<file path="src/rtl/ram_bus_arbiter.sv">
// ram_bus_arbiter: shares the program/data RAM between the CPU path and an external loader
module ram_bus_arbiter #(
    parameter int ADDR_W       = 4,
    parameter int DATA_W       = 8,
    parameter int STARVE_LIMIT = 4,
    parameter int MAX_BURST    = 16
) (
    input  logic              clock,
    input  logic              reset,
    input  logic              cpu_req,
    input  logic              cpu_we,
    input  logic [ADDR_W-1:0] cpu_addr,
    input  logic [DATA_W-1:0] cpu_wdata,
    output logic [DATA_W-1:0] cpu_rdata,
    output logic              cpu_stall,
    input  logic              ld_req,
    input  logic              ld_we,
    input  logic [ADDR_W-1:0] ld_addr,
    input  logic [DATA_W-1:0] ld_wdata,
    output logic              ld_gnt,
    output logic              ld_valid,
    output logic [DATA_W-1:0] ld_rdata,
    output logic              ram_we,
    output logic [ADDR_W-1:0] ram_addr,
    output logic [DATA_W-1:0] ram_wdata,
    input  logic [DATA_W-1:0] ram_rdata,
    output logic [1:0]        owner
);
    localparam int SW = (STARVE_LIMIT > 1) ? $clog2(STARVE_LIMIT) : 1;
    localparam int BW = $clog2(MAX_BURST + 1);
    localparam logic [SW-1:0] STARVE_MAX = SW'(STARVE_LIMIT - 1);
    localparam logic [BW-1:0] BURST_SAT  = BW'(MAX_BURST);
    localparam logic [BW-1:0] BURST_LAST = BW'(MAX_BURST - 1);

    typedef enum logic [1:0] {CPU = 2'b00, LOAD = 2'b01, RELEASE = 2'b10} state_t;

    state_t        state, state_nxt;
    logic [SW-1:0] starve_cnt, starve_nxt;
    logic [BW-1:0] burst_cnt, burst_nxt;

    assign cpu_stall = (state != CPU);
    assign ld_gnt    = (state == LOAD);
    assign owner     = state;
    assign cpu_rdata = ram_rdata;
    assign ld_rdata  = ram_rdata;

    // RAM port mux; RELEASE parks on the CPU address with no write, and reset blocks writes
    always_comb begin
        ram_addr  = (state == LOAD) ? ld_addr : cpu_addr;
        ram_wdata = (state == LOAD) ? ld_wdata : cpu_wdata;
        ram_we    = reset && ((state == CPU)  ? (cpu_req && cpu_we) :
                              (state == LOAD) ? (ld_req && ld_we) : 1'b0);
    end

    // ownership transitions with starvation and burst limits
    always_comb begin
        state_nxt  = state;
        starve_nxt = starve_cnt;
        burst_nxt  = burst_cnt;
        case (state)
            CPU: begin
                if (ld_req && (!cpu_req || starve_cnt == STARVE_MAX)) begin
                    state_nxt  = LOAD;
                    starve_nxt = '0;
                    burst_nxt  = '0;
                end else begin
                    starve_nxt = ld_req ? starve_cnt + 1'b1 : '0;
                end
            end
            LOAD: begin
                if (!ld_req) begin
                    state_nxt = RELEASE;
                end else begin
                    burst_nxt = (burst_cnt == BURST_SAT) ? burst_cnt : burst_cnt + 1'b1;
                    state_nxt = (cpu_req && burst_cnt >= BURST_LAST) ? RELEASE : LOAD;
                end
            end
            RELEASE: begin
                state_nxt  = CPU;
                starve_nxt = '0;
            end
            default: state_nxt = CPU;
        endcase
    end

    // state, counters and loader read-valid registers
    always_ff @(posedge clock) begin
        if (!reset) begin
            state      <= CPU;
            starve_cnt <= '0;
            burst_cnt  <= '0;
            ld_valid   <= 1'b0;
        end else begin
            state      <= state_nxt;
            starve_cnt <= starve_nxt;
            burst_cnt  <= burst_nxt;
            ld_valid   <= (state == LOAD) && ld_req && !ld_we;
        end
    end
endmodule

</file>
<file path="config.mk">
export PLATFORM = sky130hd
export DESIGN_NAME = ram_bus_arbiter
export DESIGN_NICKNAME = d
export VERILOG_FILES = /design/src/rtl/ram_bus_arbiter.sv
export SDC_FILE = /design/constraint.sdc
export NUM_CORES = 1
export LEC_CHECK = 0
export ABC_AREA = 1
export CORE_ASPECT_RATIO = 0.9
export CORE_MARGIN = 3
export CORE_UTILIZATION = 33
export DETAILED_ROUTE_END_ITERATION = 6
export PLACE_DENSITY_LB_ADDON = 0.2
export SKIP_LAST_GASP = 1
export SLEW_MARGIN = 20
export SYNTH_ARGS = -nofsm -noshare
export SYNTH_HDL_FRONTEND = slang
export SYNTH_SLANG_ARGS = --single-unit
</file>
<file path="constraint.sdc">
create_clock -name clock -period 1.8 [get_ports clock]
set_input_delay 0.45 -clock clock [delete_from_list [all_inputs] [get_ports clock]]
set_output_delay 0.45 -clock clock [all_outputs]
set_load 0.005 [all_outputs]
</file>
==> results.ini, run 1 <==
[power]
p_leak_uw = 0.000693
p_per_area_nw_per_um2 = 555
vdd_drop_max_v = 0.000505

[route]
via_count = 1010
remaining_drc_errors = 0
vias_per_cell = 4.63
drtPass1Iterations = 4
drt_iter0_drc = 38
routedWlPerCell_um = 11.6
ant_nets = 0
drt-total-wl_mm = 2.52

[yosys]
syn_nets = 185
synthAdderAreaFrac = 0.0563
ys_seq_elements = 10
synth-compound-area-share = 0.0647
synth.distinct_cells = 21
yosys.area_share.simple = 0.430
synthCells = 143
yosys_warnings = 0
synth_top_family_by_area = simple AND/OR/NAND/NOR gates
muxShareOfSynthArea = 0
syn_avg_cell_area_um2 = 6.22
synth_area_um2 = 890
synthXorXnorAreaFrac = 0
ys_seq_area_frac = 0.225

[finish]
drive_gt1_frac = 0.195
final_common_cell = nand2_1
mostFrequentLayoutCells = nand2_1, clkdlybuf4s50_1, inv_1, buf_4, nor2_1
layout.cells.non_filler = 218
final_nets = 233
final_cell_area_um2 = 1440
syn_to_final_growth_pct = 61.6
utilization = 0.573
antenna_cells = 0

[job]
drv_cap = 0

[timing]
period_needed_ns = 1.96
slew_violations = 0
slew_headroom = 0.870
setup_ws_ns = -0.162
rsz0062_at_grt = yes
fin_crit_sh = 1.09
setup_viol = 10
final-hold-violation-count = 0
final.setup.tns_ns = -1.38
worst_pin_slew_ns = 0.194
max_freq_mhz = 510
fin_skew_ns = 0.00683

[floorplanning]
coreArea_um2 = 2510
ios = 72
die-area_um2 = 3360
die_h_um = 55.3
placementRows = 17
initial_utilization = 0.354
die_w_um = 60.7

[clocking]
clkTransAtPathRegs_ns = 0.06
cts_hold_buf = 0
clockRootBuffer = clkbuf_4
cts_htree_levels = 1
clkLatencyLatePin_ns = 0.27
cts_buffers = 3
clk_path_buf_depth = 2
cts_sinks = 10
cts_tree = built

[grt]
overflow = 0
grt_pass1_vias = 887
grt_max_degree = 14
grt_pass1_wl_mm = 3.82
track_usage = 0.142
grt_antenna_before_repair = 0

[place]
dp_cells = 208
placed_cell_area_um2 = 1330
place_ws_ns = -0.337
port_buffers = 47
place_congestion = 0.785
dp_hpwl_mm = 1.98

[status]
violations = setup timing
outcome = finished, violations left

[worst_setup_path]
start_kind = flop
cp-end-kind = output pin
r2r_slack_ns = 0.29
criticalPathCategory = reg2out
critical_path_arrival_ns = 1.51
cp.required_ns = 1.35
worst-path-max-fanout = 13

[min_path]
hold_class = reg2reg

## sequential cells by signal, summed over array words and instances (netlist names)
name,cells
starve_cnt,2
ld_valid,1
owner,2
burst_cnt,5
## worst paths after layout
check / to / startpoint / cells after the start
worst max-delay path: ram_wdata[6] / owner[1] / 5
worst min-delay path: starve_cnt[1] / starve_cnt[1] / 2
worst max register to register: burst_cnt[4] / owner[1] / 10
worst min register to register: starve_cnt[1] / starve_cnt[1] / 2
## report_power, final
group	switching [µW]	internal, µW	leakage, µW
Sequential	11.5	236	0.0000824
Clock	81.6	123	0.0000210
Combinational	144	203	0.000589
## kinds of logic after synthesis
group / Yosys count
compound gates: 10
simple gates: 86
buf+inv: 33
fa+ha+maj: 4
flops: 10
## layer usage
layer  up-vias  part of all wire  GRT usage
met5         -                 0          0
met4         0            0.0052     0.0279
met3         4              0.12     0.0561
met2        56              0.44      0.235
met1       430              0.44      0.171
li1        520                 -          -
## worst max-delay path, cell delays in order (launching register included)
cell	delay, ns
dfxtp_2	0.35
nor2_4	0.15
buf_12	0.14
nand2_1	0.05
nand2_1	0.06
clkdlybuf4s50_1	0.49
## cells in the mapped netlist
master   instances  area share
a21oi_1          7       0.039
nand2_2          1      0.0070
nor2_4           2       0.025
o21ai_0          1      0.0056
a21oi_2          2       0.020
inv_2            1      0.0042
buf_6            1       0.013
buf_4           17        0.14
dfxtp_1         10        0.23
inv_4            1      0.0070
nand3_1          7       0.039
nor3_1           2       0.011
nand4_1          1      0.0070
nand2_4          1       0.013
nor2_1          11       0.046
nor2_2           1      0.0070
ha_1             4       0.056
nand3_2          3       0.034
nand2_1         57        0.24
inv_1           12       0.051
buf_2            1      0.0056
## area by class of cell
class / instances / area (µm²)
Clock buffer: 4 / 36.3
Sequential cell: 10 / 203
Fill cell: 227 / 1070
Tap cell: 28 / 35.0
Multi-Input combinational cell: 100 / 502
Inverter: 14 / 60.1
Timing Repair Buffer: 62 / 602
## through the flow
step | hold slack [ns] | total power, µW
floorplan | 0.447 | 416
global placement | 0.454 | 573
detailed placement | 0.461 | 579
CTS | 0.472 | 798
global route | 0.499 | 853
finish | 0.469 | 798
## timing repair
action | in CTS | in global routing
endpoints found under the hold margin | 0 | 0
gates resized for setup | 11 | 11
cloned | 0 | 0
buffers inserted | 4 | 2
setup endpoints to repair | 15 | 16
pin swaps | 1 | 2
(Power assumes the default switching activity.)
==> run 2: changes to the inputs <==
CAP_MARGIN = 20   (was not set)
==> results of run 2 <==
Same layout as run 1: the final DEF is identical, and so are final timing and power.
==> run 3: changes to the inputs <==
ABC_AREA = 0   (was 1)
CORE_UTILIZATION = 31   (was 33)
==> run 3 against run 2 <==
Against the previous run: the run still ends with setup timing left; utilization rose by 1.7 points; final cell count decreased by 21%; sequential power down 8%; critical endpoint is now ram_wdata[4]; largest cell class unchanged; synthesized cell count fell by 34%; final area rose by 2.1%; wire length is 2.7% lower; clock skew is 0.0018 ns lower; via count shrank 14%; combinational power decreased by 30%.
==> results.ini, run 3 <==
[finish]
final_nets = 187
regMostFlops = burst_cnt
drive_gt1_frac = 0.396
syn_to_final_growth_pct = 78.0
register_area_um2 = 203
multi_input_area_um2 = 523
fill_cells = 219
largest_reg_flops = 5
antenna_cells = 0
final_common_cell = clkdlybuf4s50_1
mostFrequentLayoutCells = clkdlybuf4s50_1, buf_6, mux2_4, nand2_1, buf_4

[clocking]
cts_htree_levels = 1
clkLatencyLatePin_ns = 0.27
cts_hold_buf = 0
cts_tree = built
clockRootBuffer = clkbuf_4
clkTransAtPathRegs_ns = 0.08
cts_buffers = 3
clk_path_buf_depth = 2
cts_sinks = 10

[yosys]
yosysTopAreaCellShare = 0.243
syn_nets = 136
synthTopCellsByCount = buf_4, mux2_2, nand2_1, dfxtp_1, a21oi_1
synth_area_um2 = 825
syn_avg_cell_area_um2 = 8.77
ys_seq_elements = 10
synthCells = 94
synth_most_common_cell = buf_4
yosys.area.top_type = dfxtp_1
synth.distinct_cells = 29
synthFlopType = dfxtp_1
synth_edf_count = 0
ys_seq_area_frac = 0.243
synth_area_leaders = dfxtp_1, mux2_2, buf_4
async_flop_share = 0
yosys_warnings = 0

[status]
outcome = finished, violations left
violations = setup timing

[place]
dp_hpwl_mm = 1.86
port_buffers = 47
place_congestion = 0.775

[grt]
grt_max_degree = 8
grt_pass1_vias = 829
grt_pass1_wl_mm = 3.68
overflow = 0
track_usage = 0.151
grt_antenna_before_repair = 0

[timing]
final-hold-violation-count = 0
slew_violations = 0
max_freq_mhz = 525
final.setup.tns_ns = -0.511
fin_crit_sh = 1.06
fin_skew_ns = 0.00508
slew_headroom = 0.769
rsz0062_at_grt = yes
setup_ws_ns = -0.106
period_needed_ns = 1.91
setup_viol = 9
holdWs_ns = 0.467
worst_pin_slew_ns = 0.346

[floorplanning]
coreArea_um2 = 2490
placementRows = 17
ios = 72
die-area_um2 = 3320
die_h_um = 54.9
initial_utilization = 0.331
die_w_um = 60.4

[route]
ant_nets = 0
drt-total-wl_mm = 2.45
vias_per_cell = 5.03
via_count = 865
drtPass1Iterations = 4
remaining_drc_errors = 0
drt_iter0_drc = 16
routedWlPerCell_um = 14.3

[worst_setup_path]
critical_path_arrival_ns = 1.46
worst-path-max-fanout = 6
start_kind = flop
r2r_slack_ns = 0.24
cp.required_ns = 1.35
criticalPathCategory = reg2out
cp-end-kind = output pin

[job]
drv_cap = 0

[min_path]
hold_class = in2reg

[power]
p_leak_uw = 0.000655
p_per_area_nw_per_um2 = 463
vdd_drop_max_v = 0.000384

## run 3: cell count changes after synthesis, sizes merged, moves of 3 or more
cell | before | now
nand2 | 59 | 11
nand3 | 10 | 2
a21oi | 9 | 6
mux2 | 0 | 12
mux2i | 0 | 3
nor2 | 14 | 4
and3 | 0 | 3
inv | 14 | 6
## run 3: logic make-up after synthesis
family | share of synthesized area
simple gates | 0.194
fa+ha+maj | 0.0607
flops | 0.243
mux | 0.200
buf+inv | 0.188
compound gates | 0.114
## run 3: critical path, stage by stage, from the launching register on
cell,delay [ns]
dfxtp_2,0.34
inv_2,0.04
nor2_4,0.13
clkbuf_16,0.17
buf_6,0.09
mux2_4,0.29
buf_6,0.12
## run 3: through the flow
| stage | cell area (µm²) | utilization | total power [µW] | setup slack [ns] | cells |
|---|---|---|---|---|---|
| floorplan | 825 | - | 327 | 0.0958 | 94 |
| global placement | 1290 | 0.519 | 439 | -0.440 | 162 |
| detailed placement | 1290 | 0.519 | 440 | -0.447 | 162 |
| CTS | 1450 | 0.581 | 685 | -0.128 | 171 |
| global route | 1470 | 0.590 | 716 | -0.159 | 172 |
| finish | 1470 | 0.590 | 680 | -0.106 | 172 |
## run 3: final timing paths
kind	from	endpoint	cells past startpoint
worst min register to register	starve_cnt[1]	starve_cnt[1]	2
worst min-delay path	cpu_req	owner[0]	2
worst max-delay path	owner[0]	ram_wdata[4]	6
worst max register to register	burst_cnt[0]	burst_cnt[4]	5
## run 3: cell type report
class,instances,share of cell area
Inverter,6,0.0153
Tap cell,28,0.0239
Sequential cell,10,0.138
Multi-Input combinational cell,60,0.356
Timing Repair Buffer,64,0.442
Clock buffer,4,0.0247
## run 3: power by group
group          internal (µW)  switching (µW)  leakage, µW
registers                225            2.48    0.0000818
logic                    166            75.3     0.000552
clock network            123            88.0    0.0000210
total                    514             166     0.000655
## run 3: what timing repair did
| item | in CTS | in global routing |
|---|---|---|
| cloned | 1 | 0 |
| pin swaps | 2 | 1 |
| setup buffers | 4 | 1 |
| endpoints found under the setup margin | 15 | 13 |
| resized for setup | 86 | 5 |
## run 3: metal layers
metal  GRT usage  vias to the layer above  part of all wire
li1            -                      416                 -
met1       0.178                      390              0.37
met2       0.261                       55              0.52
met3      0.0557                        4             0.099
met4      0.0369                        0             0.013
met5           0                        -                 0
